File: src/rtl/sersub_pkg.sv
// Shared definitions for the bit-serial subtractor: FSM encoding and default operand width.
package sersub_pkg;

  typedef enum logic [1:0] {
    IDLE = 2'd0,
    RUN  = 2'd1,
    DONE = 2'd2
  } state_t;

  localparam int DEF_WIDTH = 8;

endpackage

File: src/rtl/fs_cell.sv
// One-bit full subtractor a - b - bin, purely combinational (zero latency, no flow control).
module fs_cell (
  input  logic a,
  input  logic b,
  input  logic bin,
  output logic d,
  output logic bout
);

  assign d    = a ^ b ^ bin;
  assign bout = (~a & b) | (~(a ^ b) & bin);

endmodule

File: src/rtl/serial_subtractor.sv
// Bit-serial A-B-Bin, LSB first; done pulses WIDTH+1 cycles after the start is taken, start ignored while busy.
// Optional two's-complement overflow output Ovf under SERIAL_SUBTRACTOR_OVF_EN.
module serial_subtractor
  import sersub_pkg::*;
#(
  parameter int WIDTH = DEF_WIDTH
) (
  input  logic             clk,
  input  logic             rst_n,
  input  logic             start,
  input  logic [WIDTH-1:0] A,
  input  logic [WIDTH-1:0] B,
  input  logic             Bin,
  output logic [WIDTH-1:0] Diff,
  output logic             Borr,
  output logic             busy,
  output logic             done
`ifdef SERIAL_SUBTRACTOR_OVF_EN
  ,
  output logic             Ovf
`endif
);

  localparam int             CW   = $clog2(WIDTH + 1);
  localparam logic [CW-1:0] LAST = CW'(WIDTH - 1);

  state_t           state, state_nxt;
  logic [CW-1:0]    cnt;
  logic [WIDTH-1:0] a_sr, b_sr, d_sr, d_nxt;
  logic             br;
  logic             load, shift, last, finish;
  logic             d_bit, bout;

  fs_cell u_fs_cell (
    .a    (a_sr[0]),
    .b    (b_sr[0]),
    .bin  (br),
    .d    (d_bit),
    .bout (bout)
  );

  // New difference bits enter at the MSB so bit 0 lands in d_sr[0] after WIDTH shifts.
  if (WIDTH == 1) begin : g_w1
    assign d_nxt = d_bit;
  end else begin : g_wn
    assign d_nxt = {d_bit, d_sr[WIDTH-1:1]};
  end

  always_ff @(posedge clk or negedge rst_n) begin
    if (!rst_n) state <= IDLE;
    else        state <= state_nxt;
  end

  always_comb begin
    state_nxt = IDLE;
    case (state)
      IDLE:    state_nxt = start ? RUN : IDLE;
      RUN:     state_nxt = (cnt == LAST) ? DONE : RUN;
      DONE:    state_nxt = IDLE;
      default: state_nxt = IDLE;
    endcase
  end

  always_comb begin
    load   = (state == IDLE) && start;
    shift  = (state == RUN);
    last   = shift && (cnt == LAST);
    finish = (state == DONE);
    busy   = (state == RUN) || (state == DONE);
  end

  always_ff @(posedge clk or negedge rst_n) begin
    if (!rst_n) begin
      a_sr <= '0;
      b_sr <= '0;
      d_sr <= '0;
      br   <= 1'b0;
      cnt  <= '0;
    end else if (load) begin
      a_sr <= A;
      b_sr <= B;
      br   <= Bin;
      cnt  <= '0;
    end else if (shift) begin
      a_sr <= a_sr >> 1;
      b_sr <= b_sr >> 1;
      d_sr <= d_nxt;
      br   <= bout;
      if (!last) cnt <= cnt + 1'b1;
    end
  end

  // Results are published from DONE so Diff/Borr only ever change with the done pulse.
  always_ff @(posedge clk or negedge rst_n) begin
    if (!rst_n) begin
      Diff <= '0;
      Borr <= 1'b0;
      done <= 1'b0;
    end else begin
      done <= finish;
      if (finish) begin
        Diff <= d_sr;
        Borr <= br;
      end
    end
  end

`ifdef SERIAL_SUBTRACTOR_OVF_EN
  logic ovf_q;

  // Overflow is borrow-into-MSB xor borrow-out-of-MSB, both visible on the last bit cycle.
  always_ff @(posedge clk or negedge rst_n) begin
    if (!rst_n) begin
      ovf_q <= 1'b0;
      Ovf   <= 1'b0;
    end else begin
      if (last)   ovf_q <= br ^ bout;
      if (finish) Ovf   <= ovf_q;
    end
  end
`endif

endmodule

File: config.mk
export PLATFORM = sky130hd
export DESIGN_NAME = serial_subtractor
export DESIGN_NICKNAME = d
export VERILOG_FILES = /design/src/rtl/sersub_pkg.sv /design/src/rtl/fs_cell.sv /design/src/rtl/serial_subtractor.sv
export SDC_FILE = /design/constraint.sdc
export NUM_CORES = 1
export LEC_CHECK = 0
export ABC_AREA = 1
export CAP_MARGIN = 20
export CORE_MARGIN = 1.5
export CORE_UTILIZATION = 52
export CTS_CLUSTER_DIAMETER = 50
export DETAILED_ROUTE_END_ITERATION = 8
export PLACE_DENSITY = 0.87
export SKIP_CTS_REPAIR_TIMING = 1
export SLEW_MARGIN = 20
export SYNTH_ARGS = -nofsm -noshare
export SYNTH_HDL_FRONTEND = slang
export SYNTH_HIERARCHICAL = 1
export SYNTH_SLANG_ARGS = --single-unit
export TNS_END_PERCENT = 5
File: constraint.sdc
create_clock -name clk -period 1.4 [get_ports clk]
set_input_delay 0.35 -clock clk [delete_from_list [all_inputs] [get_ports clk]]
set_output_delay 0.35 -clock clk [all_outputs]
set_load 0.005 [all_outputs]
==> flow_summary.json, run 1 <==
{
  "status": "complete, but fails checks",
  "violations": "setup timing",
  "yosys.area.top_type_share_pct": 55.9,
  "grt_usage_pct": 19.1,
  "insertion_delay_ps": 350,
  "drt-vias-per-instance": 4.96,
  "vias": 1434,
  "tritoncts": "built",
  "setup.worst_path.end": "busy",
  "drt_iter0_markers": 72,
  "r2r_slack_ps": 110,
  "grt_setup_unrepaired": "true",
  "seqCellArea_um2": 1030,
  "utilization_pct": 70.6,
  "antenna_found_initial": 0,
  "drtPass1Iterations": 4,
  "drive_gt1_share_pct": 14.8,
  "dp_cells": 275,
  "place_hpwl_um": 2260,
  "nets": 268,
  "overflow": 0,
  "multi_input_area_um2": 643,
  "synth_most_common_cell": "dfrtp_1",
  "critPathKind": "reg2out",
  "diodes": 0,
  "avgSynthCellArea_um2": 9.36,
  "synth_ff_type": "dfrtp_1",
  "cts_max_level": 2,
  "ant_nets": 0,
  "ir_drop_uv": 1090,
  "cp.arrival_ps": 1200,
  "leakagePower_uw": 0.00128,
  "worst_r2r_path_depth": 4,
  "yosys_warnings": 6,
  "synthTopCellsByCount": "dfrtp_1, o21ai_0, nand2_1, inv_1, a21oi_1",
  "final_hold_viol_count": 0,
  "fin_ws_ps": -147,
  "synth-async-reset-ratio_pct": 100,
  "die_h_um": 62.4,
  "gp_congestion": 0.864,
  "clkSinkCount": 41,
  "grt_start_max_net_pins": 42,
  "wl_per_cell_um": 11.4,
  "r2r_start": "state[0]$_DFF_PN0_",
  "setup_viol": 1,
  "tightestPinTransition_ps": 226,
  "yosysSeqAreaShare_pct": 55.9,
  "yosysUniqueCellTypes": 22,
  "drc": 0,
  "slew_headroom_pct": 84.9,
  "worstReg2RegEnd": "Borr$_DFFE_PN0P_",
  "drv_slew": 0,
  "synth_largest_area_cell": "dfrtp_1",
  "clkTransAtPathRegs_ps": 120,
  "synth_area_leaders": "dfrtp_1, o21ai_0, nand2_1",
  "fillerInstances": 287,
  "end_kind": "output port",
  "die_area_um2": 3890,
  "cp_max_fo": 2,
  "start_util_pct": 54.5,
  "root_buffer": "clkbuf_4",
  "io_buffers": 30,
  "grt_pass1_vias": 1328,
  "area_growth_pct": 29.5,
  "numCtsBuffers": 5,
  "clockBufferDepth": 2,
  "startpoint": "state[0]$_DFF_PN0_",
  "fmax_mhz": 647,
  "synthCells": 196,
  "crit_path_start_kind": "flop",
  "powerDensity_nw_per_um2": 1970,
  "min_period_over_period_pct": 110,
  "die_w_um": 62.4,
  "grt_pass1_wl_um": 5750,
  "core_um2": 3360,
  "cap_violations": 0,
  "synth_nets": 222,
  "synth-edff-count": 0,
  "hp-class": "in2async",
  "pin_count": 31,
  "fin_skew_ps": 9.77,
  "netlist_area_um2": 1830,
  "fin_crit_ps": 1550,
  "row_count": 21,
  "wl_um": 3300,
  "instances_no_fill": 289,
  "synth.ff_latch_count": 41,
  "required_ps": 1050
}
## layout make-up
cell class	count	share of cell area (%)
well taps	46	2.42
inverters	27	4.48
multi-input cells	120	27.1
clock inverters	2	0.421
flip-flops and latches	41	43.2
clock buffers	6	1.74
repair buffers	47	20.7
## how the worst min path moves through the flow
stage                               end  slack (ps)  cells past startpoint
detailed placement  Diff[1]$_DFFE_PN0P_         340                      2
finish              d_sr[4]$_DFFE_PN0P_         480                      3
global placement    Diff[1]$_DFFE_PN0P_         330                      2
floorplan              Borr$_DFFE_PN0P_          50                      0
CTS                 Diff[3]$_DFFE_PN0P_         -60                      2
global route        Diff[4]$_DFFE_PN0P_         480                      3
## stage by stage
step	hold slack [ps]	setup TNS, ps	power (uW)	setup WS (ps)	cell area, um2
3_5_place_dp	336	-818	4060	-107	2240
6_report	477	-147	4680	-147	2370
4_1_cts	-58.2	-2540	4630	-512	2290
5_1_grt	484	-222	5130	-222	2370
2_1_floorplan	54.4	0	3330	182	1830
3_3_place_gp	335	-361	3950	-75.2	2240
## kinds of logic after synthesis
kind of cell	count (synthesis)	share of synthesized area, %
buffers and inverters	35	9.69
multiplexers	1	0.614
AO/OA/AOI/OAI	52	14.6
flip-flops	41	55.9
AND/OR/NAND/NOR	61	14.7
adder cells (fa/ha/maj)	6	4.50
## routing by layer
layer  part of all wire, %  up-vias  track usage [%]
met3                   4.4        6             5.95
met4                   1.1        0             6.67
met2                    50       37             33.3
met5                     0        -                0
li1                      -      726                -
met1                    45      665             22.3
## critical path: stages (launching register included)
cell and delay, ps:
dfrtp_1 380, inv_2 50, ha_1 280, dlymetal6s2s_1 150
## placed cells by master (no fill, tap or decap)
cell and n:
dlygate4sd3_1 1, buf_4 13, buf_12 3, ha_4 1, clkdlybuf4s50_1 18, clkbuf_4 5
dfrtp_1 41, ha_1 4, clkinv_2 2, nand2_2 2, fa_1 1, o21ai_0 25
inv_2 3, nand4_1 2, o21ai_1 7, dlymetal6s2s_1 11, mux2_2 1, nand2_1 28
nor2_4 1, buf_2 1, a21oi_1 18, clkbuf_1 1, o21ai_2 2, nor2_1 15
nand2_4 1, inv_6 1, inv_1 23, nand3_1 12
## power by group
group	leakage, uW	internal [uW]	total [uW]	switching, uW
sequential	0.000516	1710	1990	278
combinational	0.000729	1020	2130	1110
clock	0.0000320	192	562	370
## registers in the layout (all words and copies together), names as in the netlist
name / flops
a_sr: 8
Borr: 1
cnt: 4
br: 1
b_sr: 8
d_sr: 8
Diff: 8
done: 1
state: 2
(Power assumes the default switching activity.)
==> inputs of run 2 (changes only) <==
--- a/config.mk
+++ b/config.mk
@@ -7,7 +7,7 @@
 export LEC_CHECK = 0
 export ABC_AREA = 1
 export CAP_MARGIN = 20
-export CORE_MARGIN = 1.5
+export CORE_MARGIN = 10
 export CORE_UTILIZATION = 52
 export CTS_CLUSTER_DIAMETER = 50
 export DETAILED_ROUTE_END_ITERATION = 8
==> run 2 against run 1 <==
The run still ends with setup timing left. Total power is 2.6% higher. Fmax is 1.1% higher. Sequential share of layout area hardly changed. Global-route usage is 6.3 points lower. Wire length is 15% higher. Design area is 0.11% higher. Flip-flop and latch count stayed put. Clock skew hardly changed. Sequential power hardly changed. Critical path type unchanged. Largest power group unchanged. Highest routed layer unchanged.
==> flow_summary.json, run 2 (synthesized netlist as in run 1, its figures left out) <==
{
  "status": "complete, but fails checks",
  "violations": "setup timing",
  "slew_headroom_pct": 85.5,
  "grt_pass1_vias": 1520,
  "hold-worst-slack_ps": 499,
  "fmax_mhz": 653,
  "leakagePower_uw": 0.00127,
  "instances_no_fill": 288,
  "die_h_um": 79.4,
  "nets": 267,
  "final_common_cell": "dfrtp_1",
  "die_area_um2": 6300,
  "start_util_pct": 54.5,
  "final_cell_mix": "dfrtp_1, nand2_1, o21ai_0",
  "grt_pass1_wl_um": 6560,
  "die_w_um": 79.4,
  "clockBufferDepth": 2,
  "tightestPinTransition_ps": 218,
  "tns_ps": -130,
  "drive_gt1_share_pct": 16.1,
  "min_period_over_period_pct": 109,
  "cp.arrival_ps": 1180,
  "end_kind": "output port",
  "grt_start_max_net_pins": 42,
  "drtPass1Iterations": 5,
  "fillerInstances": 272,
  "io_buffers": 30,
  "multi_input_area_um2": 651,
  "grt_setup_unrepaired": "true",
  "powerDensity_nw_per_um2": 2020,
  "row_count": 21,
  "ir_drop_uv": 1010,
  "dp_cells": 276,
  "grt_usage_pct": 12.8,
  "critPathKind": "reg2out",
  "place_hpwl_um": 2590,
  "cap_violations": 0,
  "final_hold_viol_count": 0,
  "fin_crit_ps": 1530,
  "overflow": 0,
  "clkTransAtPathRegs_ps": 120,
  "area_growth_pct": 29.6,
  "drv_slew": 0,
  "ant_nets": 0,
  "core_um2": 3360,
  "wl_um": 3800,
  "utilization_pct": 70.7,
  "clkSinkCount": 41,
  "numCtsBuffers": 5,
  "drc": 0,
  "cts_max_level": 2,
  "pin_count": 31,
  "fin_ws_ps": -130,
  "drt_iter0_markers": 83,
  "finalInstanceArea_um2": 2380,
  "tritoncts": "built",
  "vias": 1445,
  "antenna_found_initial": 0,
  "diodes": 0,
  "seqCellArea_um2": 1030,
  "root_buffer": "clkbuf_4",
  "fin_skew_ps": 9.49,
  "drt-vias-per-instance": 5.02,
  "place_area_um2": 2230,
  "gp_congestion": 0.763,
  "setup_viol": 1,
  "crit_path_start_kind": "flop",
  "required_ps": 1050,
  "wl_per_cell_um": 13.2,
  "hp-class": "in2async",
  "insertion_delay_ps": 360,
  "cp_max_fo": 2
}
==> run 2: cell types whose count changed in the layout (fill, tap and decap cells not counted), moves of 2 or more <==
cell | previous run | this run
inv_2 | 3 | 1
a21oi_1 | 18 | 16
clkbuf_8 | 0 | 2
a21oi_2 | 0 | 2
==> run 2: power breakdown <==
| part | switching [uW] | total [uW] | leakage (uW) | internal (uW) |
|---|---|---|---|---|
| logic | 1160 | 2130 | 0.000718 | 973 |
| registers | 285 | 2000 | 0.000515 | 1710 |
| clock network | 385 | 677 | 0.0000413 | 291 |
==> run 2: worst paths after layout <==
path | from | endpoint | slack [ps] | cells after the start
setup / recovery | state[0]$_DFF_PN0_ | busy | -130 | 3
hold / removal | rst_n | b_sr[2]$_DFFE_PN0P_ | 500 | 3
setup reg to reg | state[0]$_DFF_PN0_ | a_sr[1]$_DFFE_PN0P_ | 70 | 7
hold reg to reg | d_sr[2]$_DFFE_PN0P_ | d_sr[1]$_DFFE_PN0P_ | 500 | 2
max in group asynchronous | rst_n | cnt[0]$_DFFE_PN0P_ | 700 | 3
min in group clk | d_sr[2]$_DFFE_PN0P_ | d_sr[1]$_DFFE_PN0P_ | 500 | 2
==> run 2: final cells by class <==
type / count / share of cell area (%)
Inverter: 27 / 4.58
Timing Repair Buffer: 46 / 19.5
Sequential cell: 41 / 43.2
Multi-Input combinational cell: 120 / 27.4
Clock inverter: 1 / 0.211
Clock buffer: 7 / 2.74
Tap cell: 46 / 2.42
==> run 2: routing by layer <==
layer | GRT usage [%] | share of wire (%) | vias to the layer above
met5 | 0 | 0 | -
met4 | 6.27 | 1.8 | 0
met3 | 5.07 | 6.4 | 10
met2 | 21.5 | 48 | 43
met1 | 13.7 | 44 | 673
li1 | - | - | 719
==> run 2: critical path, stage by stage (launching register included) <==
cell	delay, ps
dfrtp_1	370
inv_1	60
ha_1	280
clkbuf_2	120
==> run 2: metrics by stage <==
stage / total power [uW] / setup slack [ps]
floorplan: 3330 / 182
global placement: 3950 / -82.2
detailed placement: 4060 / -129
CTS: 4750 / -530
global route: 5260 / -185
finish: 4800 / -130
